`config.mk`:
```
export PLATFORM = sky130hd
export DESIGN_NAME = branch_predict_unit
export DESIGN_NICKNAME = d
export VERILOG_FILES = /design/src/rtl/branch_predict_unit.sv
export SDC_FILE = /design/constraint.sdc
export NUM_CORES = 1
export LEC_CHECK = 0
export CORE_ASPECT_RATIO = 0.9
export CORE_UTILIZATION = 53
export DETAILED_ROUTE_END_ITERATION = 10
export PLACE_DENSITY_LB_ADDON = 0.08
export SLEW_MARGIN = 5
export SYNTH_ARGS = -nofsm -noshare
export SYNTH_HDL_FRONTEND = slang
export SYNTH_SLANG_ARGS = --single-unit
```
`constraint.sdc`:
```
create_clock -name clk -period 7.9 [get_ports clk]
set_input_delay 1.58 -clock clk [delete_from_list [all_inputs] [get_ports clk]]
set_output_delay 1.58 -clock clk [all_outputs]
set_load 0.02 [all_outputs]
```
`src/rtl/branch_predict_unit.sv`:
```
// Bimodal / gshare dynamic branch predictor with saturating counters.
// Define BPU_STATS_EN to build the branch and mispredict statistics counters.
module branch_predict_unit #(
  parameter int PC_WIDTH    = 64,
  parameter int BHT_ENTRIES = 64,
  parameter int CTR_WIDTH   = 2,
  parameter int MODE        = 0
) (
  input  logic                clk,
  input  logic                arst_n,
  input  logic [PC_WIDTH-1:0] lookup_pc,
  output logic                prediction,
  input  logic                update_valid,
  input  logic [PC_WIDTH-1:0] update_pc,
  input  logic                update_taken,
  input  logic                update_predicted,
  output logic                mispredict,
  output logic                flush_IF_ID,
  output logic                flush_ID_EX,
  output logic [31:0]         branch_count,
  output logic [31:0]         mispredict_count
);

  localparam int IDX_W = $clog2(BHT_ENTRIES);

  localparam logic [CTR_WIDTH-1:0] CTR_INIT =
    CTR_WIDTH'((1 << (CTR_WIDTH - 1)) - 1);
  localparam logic [CTR_WIDTH-1:0] CTR_MAX  = '1;
  localparam logic [CTR_WIDTH-1:0] CTR_ZERO = '0;
  localparam logic [CTR_WIDTH-1:0] CTR_ONE  =
    CTR_WIDTH'(1);

  logic                 armed_q;
  logic                 upd_fire;
  logic [IDX_W-1:0]     ghr;
  logic [IDX_W-1:0]     lookup_idx;
  logic [IDX_W-1:0]     update_idx;
  logic [CTR_WIDTH-1:0] bht_q [BHT_ENTRIES];
  logic [CTR_WIDTH-1:0] upd_ctr;
  logic [CTR_WIDTH-1:0] upd_ctr_next;
  logic                 unused_pc;

  // Updates are dropped on the first edge after reset is released.
  always_ff @(posedge clk or negedge arst_n) begin
    if (!arst_n) begin
      armed_q <= 1'b0;
    end else begin
      armed_q <= 1'b1;
    end
  end

  assign upd_fire = update_valid & armed_q;

  assign lookup_idx = lookup_pc[IDX_W+1:2] ^ ghr;
  assign update_idx = update_pc[IDX_W+1:2] ^ ghr;

  assign unused_pc = ^{lookup_pc, update_pc};

  if (MODE == 1) begin : g_gshare
    logic [IDX_W-1:0] ghr_q;
    logic [IDX_W-1:0] ghr_next;

    if (IDX_W > 1) begin : g_shift
      assign ghr_next = {ghr_q[IDX_W-2:0], update_taken};
    end else begin : g_single
      assign ghr_next = update_taken;
    end

    always_ff @(posedge clk or negedge arst_n) begin
      if (!arst_n) begin
        ghr_q <= '0;
      end else if (upd_fire) begin
        ghr_q <= ghr_next;
      end
    end

    assign ghr = ghr_q;
  end else begin : g_bimodal
    assign ghr = '0;
  end

  assign upd_ctr = bht_q[update_idx];

  always_comb begin
    upd_ctr_next = upd_ctr;
    unique case (1'b1)
      update_taken && (upd_ctr != CTR_MAX):
        upd_ctr_next = upd_ctr + CTR_ONE;
      !update_taken && (upd_ctr != CTR_ZERO):
        upd_ctr_next = upd_ctr - CTR_ONE;
      default: ;
    endcase
  end

  always_ff @(posedge clk or negedge arst_n) begin
    if (!arst_n) begin
      for (int i = 0; i < BHT_ENTRIES; i++) begin
        bht_q[i] <= CTR_INIT;
      end
    end else if (upd_fire) begin
      bht_q[update_idx] <= upd_ctr_next;
    end
  end

  // Read-before-write: a same-cycle update shows up next cycle.
  assign prediction = bht_q[lookup_idx][CTR_WIDTH-1];

  assign mispredict  = update_valid &
                       (update_taken ^ update_predicted);
  assign flush_IF_ID = mispredict;
  assign flush_ID_EX = mispredict;

`ifdef BPU_STATS_EN
  logic [31:0] branch_cnt_q;
  logic [31:0] mispred_cnt_q;

  always_ff @(posedge clk or negedge arst_n) begin
    if (!arst_n) begin
      branch_cnt_q  <= '0;
      mispred_cnt_q <= '0;
    end else if (upd_fire) begin
      if (branch_cnt_q != 32'hFFFF_FFFF) begin
        branch_cnt_q <= branch_cnt_q + 32'd1;
      end
      if (mispredict &&
          (mispred_cnt_q != 32'hFFFF_FFFF)) begin
        mispred_cnt_q <= mispred_cnt_q + 32'd1;
      end
    end
  end

  assign branch_count     = branch_cnt_q;
  assign mispredict_count = mispred_cnt_q;
`else
  assign branch_count     = 32'd0;
  assign mispredict_count = 32'd0;
`endif

endmodule

```
# Word level (Yosys, flattened, before mapping)
# Cells that the tools add are included.
word_totals:
  regBits: 129
  input_bits: 133
  elab_cells: 91
classes:
  bitwise_logic: 5
  addsub: 2
  mux: 10
  n_reduce_logical: 5
  magnitude_cmp: 3
  n_eq_ne: 1
op_table:
  columns: ["operator", "count"]
  rows:
  - ["bitwise mux 128 bit", 1]
  - ["binary-select mux 2 bit (select 6 bit)", 2]
  - ["greater-or-equal comparator 7 bit, second input constant", 2]
  - ["NOT 6 -> 7 bit", 2]
  - ["demux 2 bit (select 6 bit)", 1]
  - ["2-to-1 mux 2 bit", 5]
  - ["< comparator 7 x 1 -> 1 bit, second input constant", 1]
  - ["one-hot mux 2 bit (2 select lines)", 1]
  - ["logical AND 1 bit", 3]
  - ["adder 2 x 1 -> 2 bit, second input constant", 1]
  - ["bitwise AND 1 bit", 2]
  - ["inequality test 2 bit, second input constant", 1]
  - ["nonzero test 2 bit", 1]
  - ["subtractor 2 x 1 -> 2 bit, second input constant", 1]
  - ["zero test 1 bit", 1]
  - ["bitwise XOR 1 bit", 1]

# Logic depth before layout (Yosys ltp)
# Gate-level depths: netlist of run 1.
depth:
  word_depth: 8
  ltp_mapped: 11
  ltp_nobuf: 7

# Worst setup path before layout of run 1
# OpenSTA, ideal clock, no wires.
synth_timing:
  kind: "input to output"
  start: "input lookup_pc[2]"
  end: "output prediction"
  stages: 5
  required_ns: 6.320
  setup_slack_ns: 2.259
  arrival_time_ns: 4.061
  cell_sequence: "clkbuf_1 -> buf_1 -> mux4_2 -> mux4_2 -> mux4_2"
synth_between:
  elab_chain_len: 4
synth_rtl:
  columns: ["item", "line", "rtl"]
  rows:
  - ["from (decl)", "11", "input logic [PC_WIDTH-1:0] lookup_pc,"]
  - ["NOT 6 -> 7 bit (not written as such)", "106", "assign prediction = bht_q[lookup_idx][CTR_WIDTH-1];"]
  - ["binary-select mux 2 bit (select 6 bit)", "106", null]
  - ["2-to-1 mux 2 bit (not written as such) (2 in a row)", "106", null]
  - ["to (decl)", "12", "output logic prediction,"]
# No other way between the ends. The select of a mux whose other input is x is not followed.

# Final worst setup path of run 1
layout_timing:
  start: "input lookup_pc[3]"
  end: "output prediction"
# The elaborated chain is that of the path after synthesis.

==> results by group, run 1 <==
Route
  – Via-to-Cell Ratio: 5.935
  – Pre-Repair DR Iteration Count: 5
  – Antenna Violating Nets Remaining: 0
  – Iter 0 DRT Violations: 565
  – WL final: between 15 and 20 mm
  – WL/cell: ~21 µm
  – DR DRC count: 0
  – Via count: 5597

Clock tree
  – H-tree Lvls: 4
  – Post-CTS Setup Bufs: 0
  – TritonCTS clock tree: built
  – Clock sink count: between 100 and 150
  – Num CTS Buffers: 17
  – Insertion delay to the later sink of the worst-skew pair: about 430 ps
  – Root Driver: clkbuf_16
  – Hold_buf cts: 0
  – CTS clk-pin slew, worst paths: about 60 ps
  – CTS resizes: 0
  – Worst-case clock buffer depth: 2

Timing
  – PnR worst setup slack: 1560 ps
  – RSZ-0062 raised after global routing: false
  – Worst Tran Pin Value: ~1200 ps
  – Rel. slew slack: around 17%
  – Hold_ws: between 400 and 500 ps
  – Tmin final: roughly 6300 ps
  – Final period util: 80.25%
  – Final setup viols: 0
  – Clk_skew: approximately 8.4 ps
  – Max Slew Vio Count: 0
  – Setup TNS: 0 ps
  – Fmax: 0.1577 GHz
  – Final hold vios: 0

Die
  – Row cnt: 40
  – Core area: approximately 14000 µm²
  – Die Footprint: about 14000 µm²
  – IO Pins: about 200
  – Chip height: approximately 110 µm
  – Die width: ~130 µm
  – Initial Utilization: around 55%

Logic synthesis
  – Post-synth EDFFs: 0
  – Commonest register cell after synthesis: dfrtp_1
  – Cell variety after synth: 58
  – Post-synth top area share: 22.63%
  – Synthesis Warnings: 0
  – Sequential share of the synthesized area: roughly 45%
  – Cells after Synth: between 700 and 800
  – Synth area leaders: dfstp_2 23%, dfrtp_1 22%, nand2_1 11%, mux4_2 8.5%, buf_4 7.2%
  – Most common cell in the netlist: nand2_1
  – Post-synth ARST share: between 90% and 100%
  – Syn_area_per_cell: about 9.8 µm²
  – Synth area leader: dfstp_2
  – Synth Cell Area: approximately 7400 µm²
  – Top post-synthesis cells by count: 210 x nand2_1, 71 x buf_4, 65 x dfrtp_1
  – Synth Register Bits: approximately 130

Critical path
  – CP max-delay cell: clkdlybuf4s50_1
  – Critical Path Fanout Max: 16
  – Kind of critical path: input port to primary output
  – Worst-path cell chain: clkdlybuf4s50_1 -> mux4_2 -> mux4_2 -> mux4_2 -> clkdlybuf4s50_1
  – Flop2flop setup slack: roughly 4600 ps
  – Crit path buf inv count: 2
  – Reg-to-reg startpoint: bht_q[25]
  – Worst r2r dst: bht_q[70]
  – FF-to-FF path depth: 8
  – Most Frequent Cell on Critical Path: mux4_2
  – Number of cells on the critical path: 5
  – Largest delay share family, worst path: buffers and inverters
  – Worst setup SP type: input port
  – Crit end category: primary output
  – CP arrival: 4760 ps
  – CP peak stage delay: between 1000 and 1500 ps
  – WP data required: ~6300 ps

Power and ir drop
  – PwrDens: roughly 220 nW/µm²
  – VDD IR-drop max: between 0.00015 and 0.0002 V
  – Pleak: 3.153 nW

Global route
  – Initial antenna violation count: 0
  – First-pass GRT wire length: between 30 and 40 mm
  – Vias in the first global route: about 5400
  – GRT overflow: 0
  – Largest net degree at the start of global routing: between 80 and 90
  – GRT Util Overall: 28.73%

Final layout
  – Nets@finish: around 900
  – Proportion of layout cells with a drive suffix above 1: ~20%
  – Fillers: approximately 1100
  – Diodes inserted: 0
  – Syn-to-layout area delta: 8.134%

Worst hold path
  – Cell count of the worst hold path: 2
  – Worst Hold Class: register to register
  – Worst Hold End: bht_q[112]
  – Hold_sp: bht_q[112]

Placed design
  – Post-Place Setup Slack: about 1600 ps
  – GPL Wtd Cong: about 0.86
  – Port Buffers: 20
  – Hpwl dp: 12.68 mm

Flow run
  – Max Cap Viol: 0

Outcome
  – Outcome: finished, final reports clean
[power breakdown]
group / internal [W] / switching [W] / total [W]
clock: 0.000492 / 0.000304 / 0.000796
combinational: 0.0000614 / 0.000138 / 0.000199
sequential: 0.000715 / 0.0000202 / 0.000735
total: 0.00127 / 0.000462 / 0.00173
[layout make-up]
| class | instances | area [µm²] | area share (%) |
|---|---|---|---|
| Inverter | 3 | 11.26 | 0.1402 |
| Sequential cell | 129 | 3308 | 41.18 |
| Tap cell | 168 | 210.2 | 2.616 |
| Timing Repair Buffer | 31 | 282.8 | 3.520 |
| Clock inverter | 15 | 168.9 | 2.102 |
| Clock buffer | 17 | 425.4 | 5.295 |
| Multi-Input combinational cell | 580 | 3627 | 45.15 |
[flip-flops by register name, summed over array words and instances, names as in the netlist]
register,count
bht_q,128
armed_q,1
[cell families after synthesis]
family,synth area share (%)
flops,44.53
mux,12.58
simple gates,15.63
compound gates,16.86
other cells,0.1011
buf+inv,10.19
xor+xnor,0.1179
[worst max path at each step]
stage | slack, ps | start | endpoint
final | 1560 | lookup_pc[3] | prediction
after global routing | 1560 | lookup_pc[3] | prediction
after CTS | 1570 | lookup_pc[3] | prediction
after detailed placement | 1560 | lookup_pc[3] | prediction
after global placement | 1610 | lookup_pc[3] | prediction
after floorplan | 2260 | lookup_pc[2] | prediction
[layer usage]
| layer | routed length [µm] | vias to the layer above | part of all wire (%) | track usage [%] |
|---|---|---|---|---|
| met4 | 600 | 0 | 3.1 | 13.65 |
| met1 | 8557 | 2709 | 44 | 38.65 |
| met3 | 1367 | 43 | 7.0 | 6.589 |
| met2 | 8961 | 237 | 46 | 44.36 |
| met5 | 0 | - | 0 | 0 |
| li1 | - | 2608 | - | - |
[tightest hold or removal path, cell delays in order (launching register included)]
cell	delay (ps)
dfstp_2	360
nand2_1	40
o31ai_1	60
[cell usage in the layout, fill, tap and decap left out, drive strengths merged, types with 17 or more instances in the layout]
cell type / count
conb: 65
mux4: 28
mux2i: 18
clkbuf: 17
dfstp: 64
clkdlybuf4s50: 17
dfrtp: 65
nand2: 210
o21ai: 68
o31ai: 65
[metrics by stage]
stage	power (W)	area (µm²)	utilization, %	cells
2_1_floorplan	0.0009028	7666	-	825
3_3_place_gp	0.0009384	7440	55.06	911
3_5_place_dp	0.0009442	7440	55.06	911
4_1_cts	0.001738	8034	59.45	943
5_1_grt	0.001791	8034	59.45	943
6_report	0.001731	8034	59.45	943
No activity file was read; power rests on OpenSTA's default activity.
==> run 2: changes to the inputs <==
Settings changed: CORE_UTILIZATION 53 to 44.
Clock period 7.9 ns to 5.75 ns, I/O delays scaled along.
==> results by group, run 2 (synthesized netlist as in run 1, its figures left out) <==
Outcome
  – Outcome: complete, but fails checks
  – Failing checks: design-rule violations

Final layout
  – Largest register by flop count: bht_q
  – Nets@finish: between 900 and 1000
  – Most common cell after layout, fill and taps aside: nand2_1
  – Most frequent cells in the layout: 210 x nand2_1, 65 x conb_1, 65 x dfrtp_1
  – Max FFs per register: between 100 and 150
  – Largest registers: bht_q x128, armed_q x1
  – Final core occ: 50.15%
  – Proportion of layout cells with a drive suffix above 1: 21.00%
  – Syn-to-layout area delta: 10.00%
  – Diodes inserted: 0
  – Final Cell Area: between 8000 and 9000 µm²

Power and ir drop
  – VDD IR-drop max: between 0.00015 and 0.0002 V
  – Clock power share: between 40% and 50%
  – Switching share of total power: around a quarter
  – Comb power frac: about an eighth
  – Flop pwr share: approximately two fifths
  – Pleak: approximately 3.2 nW
  – PwrDens: about 290 nW/µm²
  – Net Sw Power: roughly 0.00063 W
  – Int Power: 0.001777 W

Die
  – Core area: between 15000 and 20000 µm²
  – Die width: between 100 and 150 µm
  – IO Pins: about 200
  – Die Footprint: between 15000 and 20000 µm²
  – Row cnt: 44
  – Chip height: roughly 130 µm
  – Initial Utilization: ~46%

Critical path
  – CP arrival: 4010 ps
  – WP data required: approximately 4600 ps
  – Crit end category: primary output
  – FF-to-FF path depth: 7
  – Kind of critical path: input port to primary output
  – Critical Path Fanout Max: 16
  – Reg-to-reg startpoint: bht_q[36]
  – Worst r2r dst: bht_q[63]
  – Worst setup SP type: input port
  – Flop2flop setup slack: roughly 2900 ps

Route
  – Via-to-Cell Ratio: approximately 5.8
  – Pre-Repair DR Iteration Count: 9
  – Iter 0 DRT Violations: 489
  – WL/cell: 21.19 µm
  – Antenna Violating Nets Remaining: 0
  – Via count: 5736
  – DR DRC count: 2
  – WL final: roughly 21 mm

Global route
  – Vias in the first global route: approximately 5700
  – First-pass GRT wire length: around 33 mm
  – GRT overflow: 0
  – Initial antenna violation count: 0
  – GRT Util Overall: 25.42%
  – Largest net degree at the start of global routing: 66

Clock tree
  – Post-CTS Setup Bufs: 0
  – Worst-case clock buffer depth: 2
  – Clock sink count: 129
  – Insertion delay to the later sink of the worst-skew pair: approximately 420 ps
  – H-tree Lvls: 4
  – TritonCTS clock tree: built
  – CTS resizes: 0
  – CTS clk-pin slew, worst paths: ~60 ps
  – Num CTS Buffers: 17
  – Root Driver: clkbuf_16
  – Hold_buf cts: 0

Timing
  – Final period util: between 80% and 90%
  – Setup TNS: 0 ps
  – Max Slew Vio Count: 0
  – Tmin final: 5157 ps
  – Fmax: around 0.19 GHz
  – Worst Tran Pin Value: 1328 ps
  – Hold_ws: between 400 and 500 ps
  – PnR worst setup slack: just under 600 ps
  – Clk_skew: about 7.3 ps
  – Final setup viols: 0
  – Rel. slew slack: between 10% and 20%
  – Final hold vios: 0
  – RSZ-0062 raised after global routing: false

Placed design
  – Port Buffers: 20
  – Post-Place Setup Slack: approximately 600 ps
  – Placed inst area: 7559 µm²
  – Hpwl dp: ~14 mm
  – GPL Wtd Cong: about 0.85

Flow run
  – Max Cap Viol: 0

Worst hold path
  – Worst Hold End: bht_q[74]
  – Cell count of the worst hold path: 2
  – Hold_sp: bht_q[74]
  – Worst Hold Class: register to register
run 2: routing by layer:
layer | global-route usage, % | part of all wire (%)
met5 | 0 | 0
met4 | 9.085 | 1.7
met3 | 5.745 | 5.7
met2 | 40.43 | 48
met1 | 34.18 | 44
run 2: cell type report:
cell class | instances | area [µm²]
tap | 207 | 259.0
clock buffer | 20 | 456.7
sequential | 129 | 3308
timing repair buffer | 37 | 352.8
clock inverter | 12 | 157.7
fill | 1496 | 8123
inverter | 3 | 11.26
multi-input combinational | 580 | 3627
run 2: how the worst max path moves through the flow:
stage                       from         end  slack (ps)  cells after the start
finish              lookup_pc[2]  prediction         590                      6
global route        lookup_pc[2]  prediction         570                      6
CTS                 lookup_pc[2]  prediction         590                      6
detailed placement  lookup_pc[2]  prediction         600                      6
global placement    lookup_pc[2]  prediction         610                      6
floorplan           lookup_pc[2]  prediction         970                      5
run 2: per-stage QoR:
step	instances	total power (W)
2_1_floorplan	825	0.001240
3_3_place_gp	956	0.001298
3_5_place_dp	956	0.001306
4_1_cts	988	0.002423
5_1_grt	988	0.002500
6_report	988	0.002410
run 2: worst max-delay path: stages:
cell and delay (ps):
clkdlybuf4s50_1 500, buf_12 200, mux4_2 550, mux4_2 540, mux4_2 490, clkdlybuf4s50_1 560
run 2: power by group through the flow:
stage / combinational (W) / clock (W) / sequential [W]
2_1_floorplan: 0.000226 / 0 / 0.00101
3_3_place_gp: 0.000275 / 0 / 0.00102
3_5_place_dp: 0.000281 / 0 / 0.00102
4_1_cts: 0.000282 / 0.00113 / 0.00101
5_1_grt: 0.000306 / 0.00118 / 0.00102
6_report: 0.000282 / 0.00112 / 0.00101
